**config.mk**
```make
export PLATFORM = sky130hd
export DESIGN_NAME = instr_fetch
export DESIGN_NICKNAME = d
export VERILOG_FILES = /design/src/rtl/mips_pkg.sv /design/src/rtl/instr_fetch_pc_next.sv /design/src/rtl/instr_fetch.sv
export SDC_FILE = /design/constraint.sdc
export NUM_CORES = 1
export LEC_CHECK = 0
export CAP_MARGIN = 20
export CORE_UTILIZATION = 37
export CTS_CLUSTER_DIAMETER = 60
export DETAILED_ROUTE_END_ITERATION = 8
export PLACE_DENSITY = 0.66
export SLEW_MARGIN = 20
export SYNTH_ARGS = -nofsm -noshare
export SYNTH_HDL_FRONTEND = slang
export SYNTH_SLANG_ARGS = --single-unit
```
**constraint.sdc**
```tcl
create_clock -name clk -period 11.1 [get_ports clk]
set_clock_uncertainty 0.1 [all_clocks]
set_input_delay 1.665 -clock clk [delete_from_list [all_inputs] [get_ports clk]]
set_output_delay 1.665 -clock clk [all_outputs]
set_load 0.01 [all_outputs]
```
**src/rtl/mips_pkg.sv**
```systemverilog
// Shared definitions for the MIPS core front end.
// FSM encoding, reset vector and instruction field positions.
package mips_pkg;

    typedef enum logic {
        FETCH = 1'b0,
        HOLD  = 1'b1
    } fetch_state_t;

    localparam logic [31:0] DEFAULT_RESET_PC = 32'h0000_0000;

    // Upper bit of the jump index and branch offset fields.
    localparam int JUMP_HI   = 25;
    localparam int BRANCH_HI = 15;

endpackage

```
**src/rtl/instr_fetch_pc_next.sv**
```systemverilog
// Next-PC computation: sequential, branch target and jump target.
// Purely combinational; jump outranks a taken branch.
module pc_next
    import mips_pkg::*;
(
    input  logic [31:0] pc,
    input  logic [31:0] instr,
    input  logic        branch_taken,
    input  logic        jump,
    output logic [31:0] next_pc,
    output logic [31:0] pc_plus4
);

    logic [31:0] branch_off;
    logic [31:0] branch_target;
    logic [31:0] jump_target;
    logic        unused_opcode;

    assign pc_plus4 = pc + 32'd4;

    assign branch_off = {{14{instr[BRANCH_HI]}},
                         instr[BRANCH_HI:0], 2'b00};

    assign branch_target = pc_plus4 + branch_off;

    assign jump_target = {pc_plus4[31:28],
                          instr[JUMP_HI:0], 2'b00};

    // Opcode bits are the decoder's concern, not ours.
    assign unused_opcode = ^instr[31:26];

    always_comb begin
        next_pc = pc_plus4;
        if (jump) begin
            next_pc = jump_target;
        end else if (branch_taken) begin
            next_pc = branch_target;
        end
    end

endmodule

```
**src/rtl/instr_fetch.sv**
```systemverilog
// Instruction fetch stage: owns the PC, handshakes with imem,
// holds the fetched word until the datapath advances.
module instr_fetch
    import mips_pkg::*;
#(
    parameter logic [31:0] RESET_PC = DEFAULT_RESET_PC
) (
    input  logic        clk,
    input  logic        rst_n,
    output logic        imem_req,
    output logic [31:0] imem_addr,
    input  logic        imem_ack,
    input  logic [31:0] imem_rdata,
    output logic [31:0] instr,
    output logic        instr_valid,
    output logic [31:0] pc,
    output logic [31:0] pc_plus4,
    input  logic        advance,
    input  logic        branch_taken,
    input  logic        jump,
    output logic [31:0] retired
);

    localparam logic [31:0] START_PC = {RESET_PC[31:2], 2'b00};

    fetch_state_t state;
    fetch_state_t state_n;

    logic [31:0] pc_q;
    logic [31:0] instr_q;
    logic [31:0] retired_q;
    logic [31:0] next_pc;
    logic        take_word;
    logic        retire;

    pc_next u_pc_next (
        .pc           (pc_q),
        .instr        (instr_q),
        .branch_taken (branch_taken),
        .jump         (jump),
        .next_pc      (next_pc),
        .pc_plus4     (pc_plus4)
    );

    always_ff @(posedge clk or negedge rst_n) begin
        if (!rst_n) begin
            state <= FETCH;
        end else begin
            state <= state_n;
        end
    end

    always_comb begin
        state_n   = state;
        imem_req  = 1'b0;
        take_word = 1'b0;
        retire    = 1'b0;
        unique case (state)
            FETCH: begin
                imem_req = 1'b1;
                if (imem_ack) begin
                    take_word = 1'b1;
                    state_n   = HOLD;
                end
            end
            HOLD: begin
                if (advance) begin
                    retire  = 1'b1;
                    state_n = FETCH;
                end
            end
            default: state_n = FETCH;
        endcase
    end

    always_ff @(posedge clk or negedge rst_n) begin
        if (!rst_n) begin
            pc_q      <= START_PC;
            instr_q   <= 32'h0;
            retired_q <= 32'h0;
        end else begin
            if (take_word) begin
                instr_q <= imem_rdata;
            end
            if (retire) begin
                // Low bits cleared so pc stays word aligned.
                pc_q      <= {next_pc[31:2], 2'b00};
                retired_q <= retired_q + 32'd1;
            end
        end
    end

    assign imem_addr   = pc_q;
    assign pc          = pc_q;
    assign instr       = instr_q;
    assign instr_valid = (state == HOLD);
    assign retired     = retired_q;

endmodule

```
# Yosys cells after proc, flatten, opt, wreduce, memory -nomap -nowiden
# Cells that the tools add are included.
[totals]
reg_bits = 95
in_bits = 38
output_inout_bits = 162
[classes]
add_sub_neg = 3
n_mux = 9
n_bitwise = 1
[op_table]
columns = ["op", "count"]
rows = [
  ["two-way mux 32 bit", 2],
  ["adder 32 x 1 -> 32 bit (second input constant)", 1],
  ["adder 32 x 3 -> 32 bit (second input constant)", 1],
  ["adder 32 bit", 1],
  ["two-way mux 1 bit", 6],
  ["case mux 1 bit (2 select lines)", 1],
  ["NOT 1 bit", 1],
]

# Logic depth before layout (Yosys ltp)
[depth]
ltp_word = 4
depth_mapped = 18

# Cells and area by module
# From an unflattened synthesis, not the netlist that was laid out.
[hier_totals]
cells_unflattened = 719
area_unflattened_um2 = 6967.9
[modules_own_cells]
columns = ["mod", "instances", "cells_per_inst", "area_each_um2"]
rows = [
  ["instr_fetch", 1, 297, 4083.9],
  ["pc_next", 1, 422, 2884.0],
]

# Worst setup path before layout
# OpenSTA, ideal clock, no wires.
[synth_path]
path_type = "flip-flop to flip-flop"
from = "register pc_q[2] (netlist: imem_addr[2])"
to = "register pc_q[30] (netlist: imem_addr[30])"
setup_time_ns = 0.131
arrival_ns = 3.936
path_slack_ns = 6.933
path_stages_with_launch = 19
path_buffers = 1
synth_period_minus_slack_ns = 4.167
path_cell_list = "dfrtp_1 > and3_1 > nand3_1 > or2_1 > clkbuf_1 > nor2_1 > nand3_1 > nor2_1 > xor2_1 > ha_1 > a21o_1 > a21o_1 > a21o_1 > a21o_1 > a221oi_2 > o21ai_0 > a211oi_2 > nor4_1 > or3_1"
[synth_via]
elab_chain_len = 4
[synth_lines]
columns = ["item", "line", "rtl"]
rows = [
  ["start, declared", "instr_fetch.sv:29", "logic [31:0] pc_q;"],
  ["start signal, assigned", "instr_fetch.sv:87", "pc_q <= {next_pc[31:2], 2'b00};"],
  ["adder 32 x 3 -> 32 bit", "instr_fetch_pc_next.sv:19", "assign pc_plus4 = pc + 32'd4;"],
  ["named net pc_plus4[23]", "instr_fetch.sv:17", "output logic [31:0] pc_plus4,"],
  ["adder 32 bit", "instr_fetch_pc_next.sv:24", "assign branch_target = pc_plus4 + branch_off;"],
  ["two-way mux 32 bit", "instr_fetch_pc_next.sv:36", "end else if (branch_taken) begin"],
  ["two-way mux 32 bit", "instr_fetch_pc_next.sv:34", "if (jump) begin"],
]
# The timed path passes the listed nets, and every way through them passes these cells.
# A chain may end at the register's enable or synchronous reset.

# Worst setup path after layout
[layout_path]
from = "register pc_q[2] (netlist: imem_addr[2])"
to = "output pc_plus4[28]"
[layout_via]
elab_chain_len = 1
[layout_lines]
columns = ["item", "line"]
rows = [
  ["adder 32 x 3 -> 32 bit", "instr_fetch_pc_next.sv:19"],
  ["end, declared", "instr_fetch.sv:17"],
]
# No other way between the ends.

==> results.py <==
metrics = {
    "floorplanning": {
        "placementRows": 48,
        "initial_core_util_pct": 37.9,
        "core_region_area_sq_mm": 0.0173,
        "dieHeight_um": 135,
        "die_x_um": 135,
        "design.die.area_sq_mm": 0.0183,
        "io_pins": 200,
    },
    "timing": {
        "hold_viol": 0,
        "slew_violations": 0,
        "max-slew-margin-rel_pct": 36.0,
        "period_share_pct": 45.7,
        "setup_ws_ns": 6.03,
        "setup-tns-final_ns": 0,
        "grt_setup_unrepaired": "false",
        "finalCriticalPeriod_ns": 5.07,
        "setup_viol": 0,
        "worst_pin_slew_ns": 0.960,
        "fmax_mhz": 197,
    },
    "clocking": {
        "cts_tree": "built",
        "clockBufferDepth": 2,
        "cts_sinks": 95,
        "cts_resized": 0,
        "clockRootBuffer": "clkbuf_16",
        "htree_num_levels": 3,
        "cts_hold_buffers": 0,
        "post-cts-setup-buffers": 0,
        "insertion_delay_ns": 0.35,
        "clk_pin_slew_worst_paths_ns": 0.07,
        "cts_buffers": 9,
    },
    "drt": {
        "drt_iter0_markers": 288,
        "via_per_inst": 5.13,
        "routed_wl_um": 18400,
        "drc": 0,
        "wl_per_cell_um": 16.7,
        "vias": 5636,
        "dr.pass1.iters": 4,
        "ant_nets": 0,
    },
    "synthesis": {
        "synth-seq-cells": 95,
        "syn_inst": 713,
        "ys_warn_count": 0,
        "yosysSeqAreaShare_pct": 36.2,
        "synth_edf_count": 0,
        "syn-mean-instance-area_sq_um": 9.20,
        "syn_area_sq_mm": 0.00656,
        "ys_top_cells_by_count": "95 x dfrtp_1, 77 x nand2_1, 50 x xnor2_1, 48 x nor2_1, 44 x a21oi_1",
        "synth_flop_cell": "dfrtp_1",
        "synth_top_area_cell": "dfrtp_1",
        "synth_cell_types": 58,
        "synth.most_common_cell": "dfrtp_1",
        "async_reset_ff_share_pct": 100,
        "synth.area.top_cells": "dfrtp_1 36%, ha_1 7.1%, xnor2_1 6.7%, mux2_2 5.5%, nand2_1 4.4%",
        "yosysTopAreaCellShare_pct": 36.2,
    },
    "grt": {
        "antenna_found_initial": 0,
        "first_global_vias": 5449,
        "grt_max_degree": 58,
        "grt_pass1_wl_um": 29300,
        "grt-ovfl-total": 0,
        "grt_util_met2_pct": 32.6,
        "grt_use_met3_pct": 3.18,
        "grt_most_used_layer": "met2",
        "grt.total_usage_pct": 20.7,
        "use_met1_pct": 28.9,
    },
    "min_path": {
        "worst_hold_path_type": "flip-flop to flip-flop",
        "worstHoldStart": "retired[31]",
    },
    "pwr": {
        "power_density_mw_per_mm2": 259,
        "seqPwrFrac_pct": 25.1,
        "cellLeakagePower_nw": 3.77,
        "switching_share_pct": 42.3,
        "p_clk_share_pct": 14.2,
        "intPower_mw": 1.31,
        "p_switching_uw": 965,
        "p_comb_share_pct": 60.7,
        "ir_drop_v": 0.000135,
    },
    "worst_setup_path": {
        "critPathMaxFanout": 8,
        "crit_path_end_kind": "output port",
        "required_ns": 9.34,
        "path_class": "flip-flop to output port",
        "start_kind": "flip-flop",
        "cp-startpoint": "imem_addr[2]",
        "crit_arrival_ns": 3.30,
        "reg2reg_from": "imem_addr[2]",
    },
    "finish": {
        "fillCellCount": 1629,
        "fin_util_pct": 50.9,
        "area_growth_pct": 34.3,
        "drive_gt1_share_pct": 7.45,
        "nNetsFinal": 944,
        "diodes": 0,
    },
    "placed_design": {
        "pre_cts_ws_ns": 6.42,
        "gp_congestion": 0.906,
        "numPortBuffers": 193,
        "hpwl_um": 13700,
    },
    "flow_run": {
        "cap_violations": 0,
    },
    "status": {
        "status": "finished, final reports clean",
    },
}
[cell usage in the layout (no fill, tap or decap), types with 26 or more instances in the layout]
master           Yosys  routed
clkdlybuf4s50_1      0     192
dfrtp_1             95      95
nand2_1             77      77
xnor2_1             50      50
nor2_1              48      48
a21oi_1             44      44
ha_1                37      37
mux2_2              32      32
xor2_1              31      31
nand3_1             28      28
o21ai_0             26      26
[cell families after synthesis]
group / synth area share [%]
AND/OR/NAND/NOR: 16.4
AO/OA/AOI/OAI: 15.4
flip-flops: 36.2
XOR/XNOR: 10.8
buffers and inverters: 6.43
multiplexers: 7.36
adder cells (fa/ha/maj): 7.36
other: 0.0572
[layer usage]
layer  vias up  share of wire (%)
li1       2801                  -
met1      2665                 47
met2       155                 46
met3        15                4.9
met4         0                1.7
met5         -                  0
[worst max-delay path: stages, from the launching register on]
cell and delay [ns]:
dfrtp_1 0.48, ha_1 0.30, nand4_1 0.19, or2_2 0.39
or2_1 0.28, nor2_1 0.28, nand3_1 0.19, xnor2_1 0.24
clkdlybuf4s50_1 0.59
[worst paths after layout]
path / end / slack [ns] / cells past startpoint
max: pc_plus4[28] / 6.03 / 8
min: retired[31] / 0.37 / 1
max reg2reg: imem_addr[30] / 6.63 / 17
min reg2reg: retired[31] / 0.37 / 1
max in group asynchronous: retired[29] / 8.58 / 2
min in group asynchronous: instr[7] / 1.19 / 1
[power by group through the flow]
stage / Combinational, mW / Sequential (mW) / Clock, mW
2_1_floorplan: 0.841 / 0.576 / 0
3_3_place_gp: 1.37 / 0.575 / 0
3_5_place_dp: 1.37 / 0.579 / 0
4_1_cts: 1.38 / 0.574 / 0.332
5_1_grt: 1.51 / 0.591 / 0.344
6_report: 1.38 / 0.573 / 0.323
[stage by stage]
stage / power (mW) / std cells / cell area, sq um / hold WS, ns
2_1_floorplan: 1.42 / 718 / 6580 / 0.408
3_3_place_gp: 1.95 / 1081 / 8470 / 0.366
3_5_place_dp: 1.95 / 1081 / 8470 / 0.367
4_1_cts: 2.29 / 1097 / 8780 / 0.377
5_1_grt: 2.45 / 1098 / 8810 / 0.385
6_report: 2.28 / 1098 / 8810 / 0.372
[state kept, by name (all words and copies together), names as in the netlist]
name,count
retired,32
imem_addr,30
instr,32
instr_valid,1
[final cells by class]
class	instances	area, sq um	area share, %
multi-input cells	547	3790	43.0
flip-flops and latches	95	2380	27.0
repair buffers	199	1990	22.6
well taps	225	282	3.20
clock buffers	11	243	2.76
clock inverters	5	65.1	0.739
inverters	16	60.1	0.682
No activity file was read; power rests on OpenSTA's default activity.
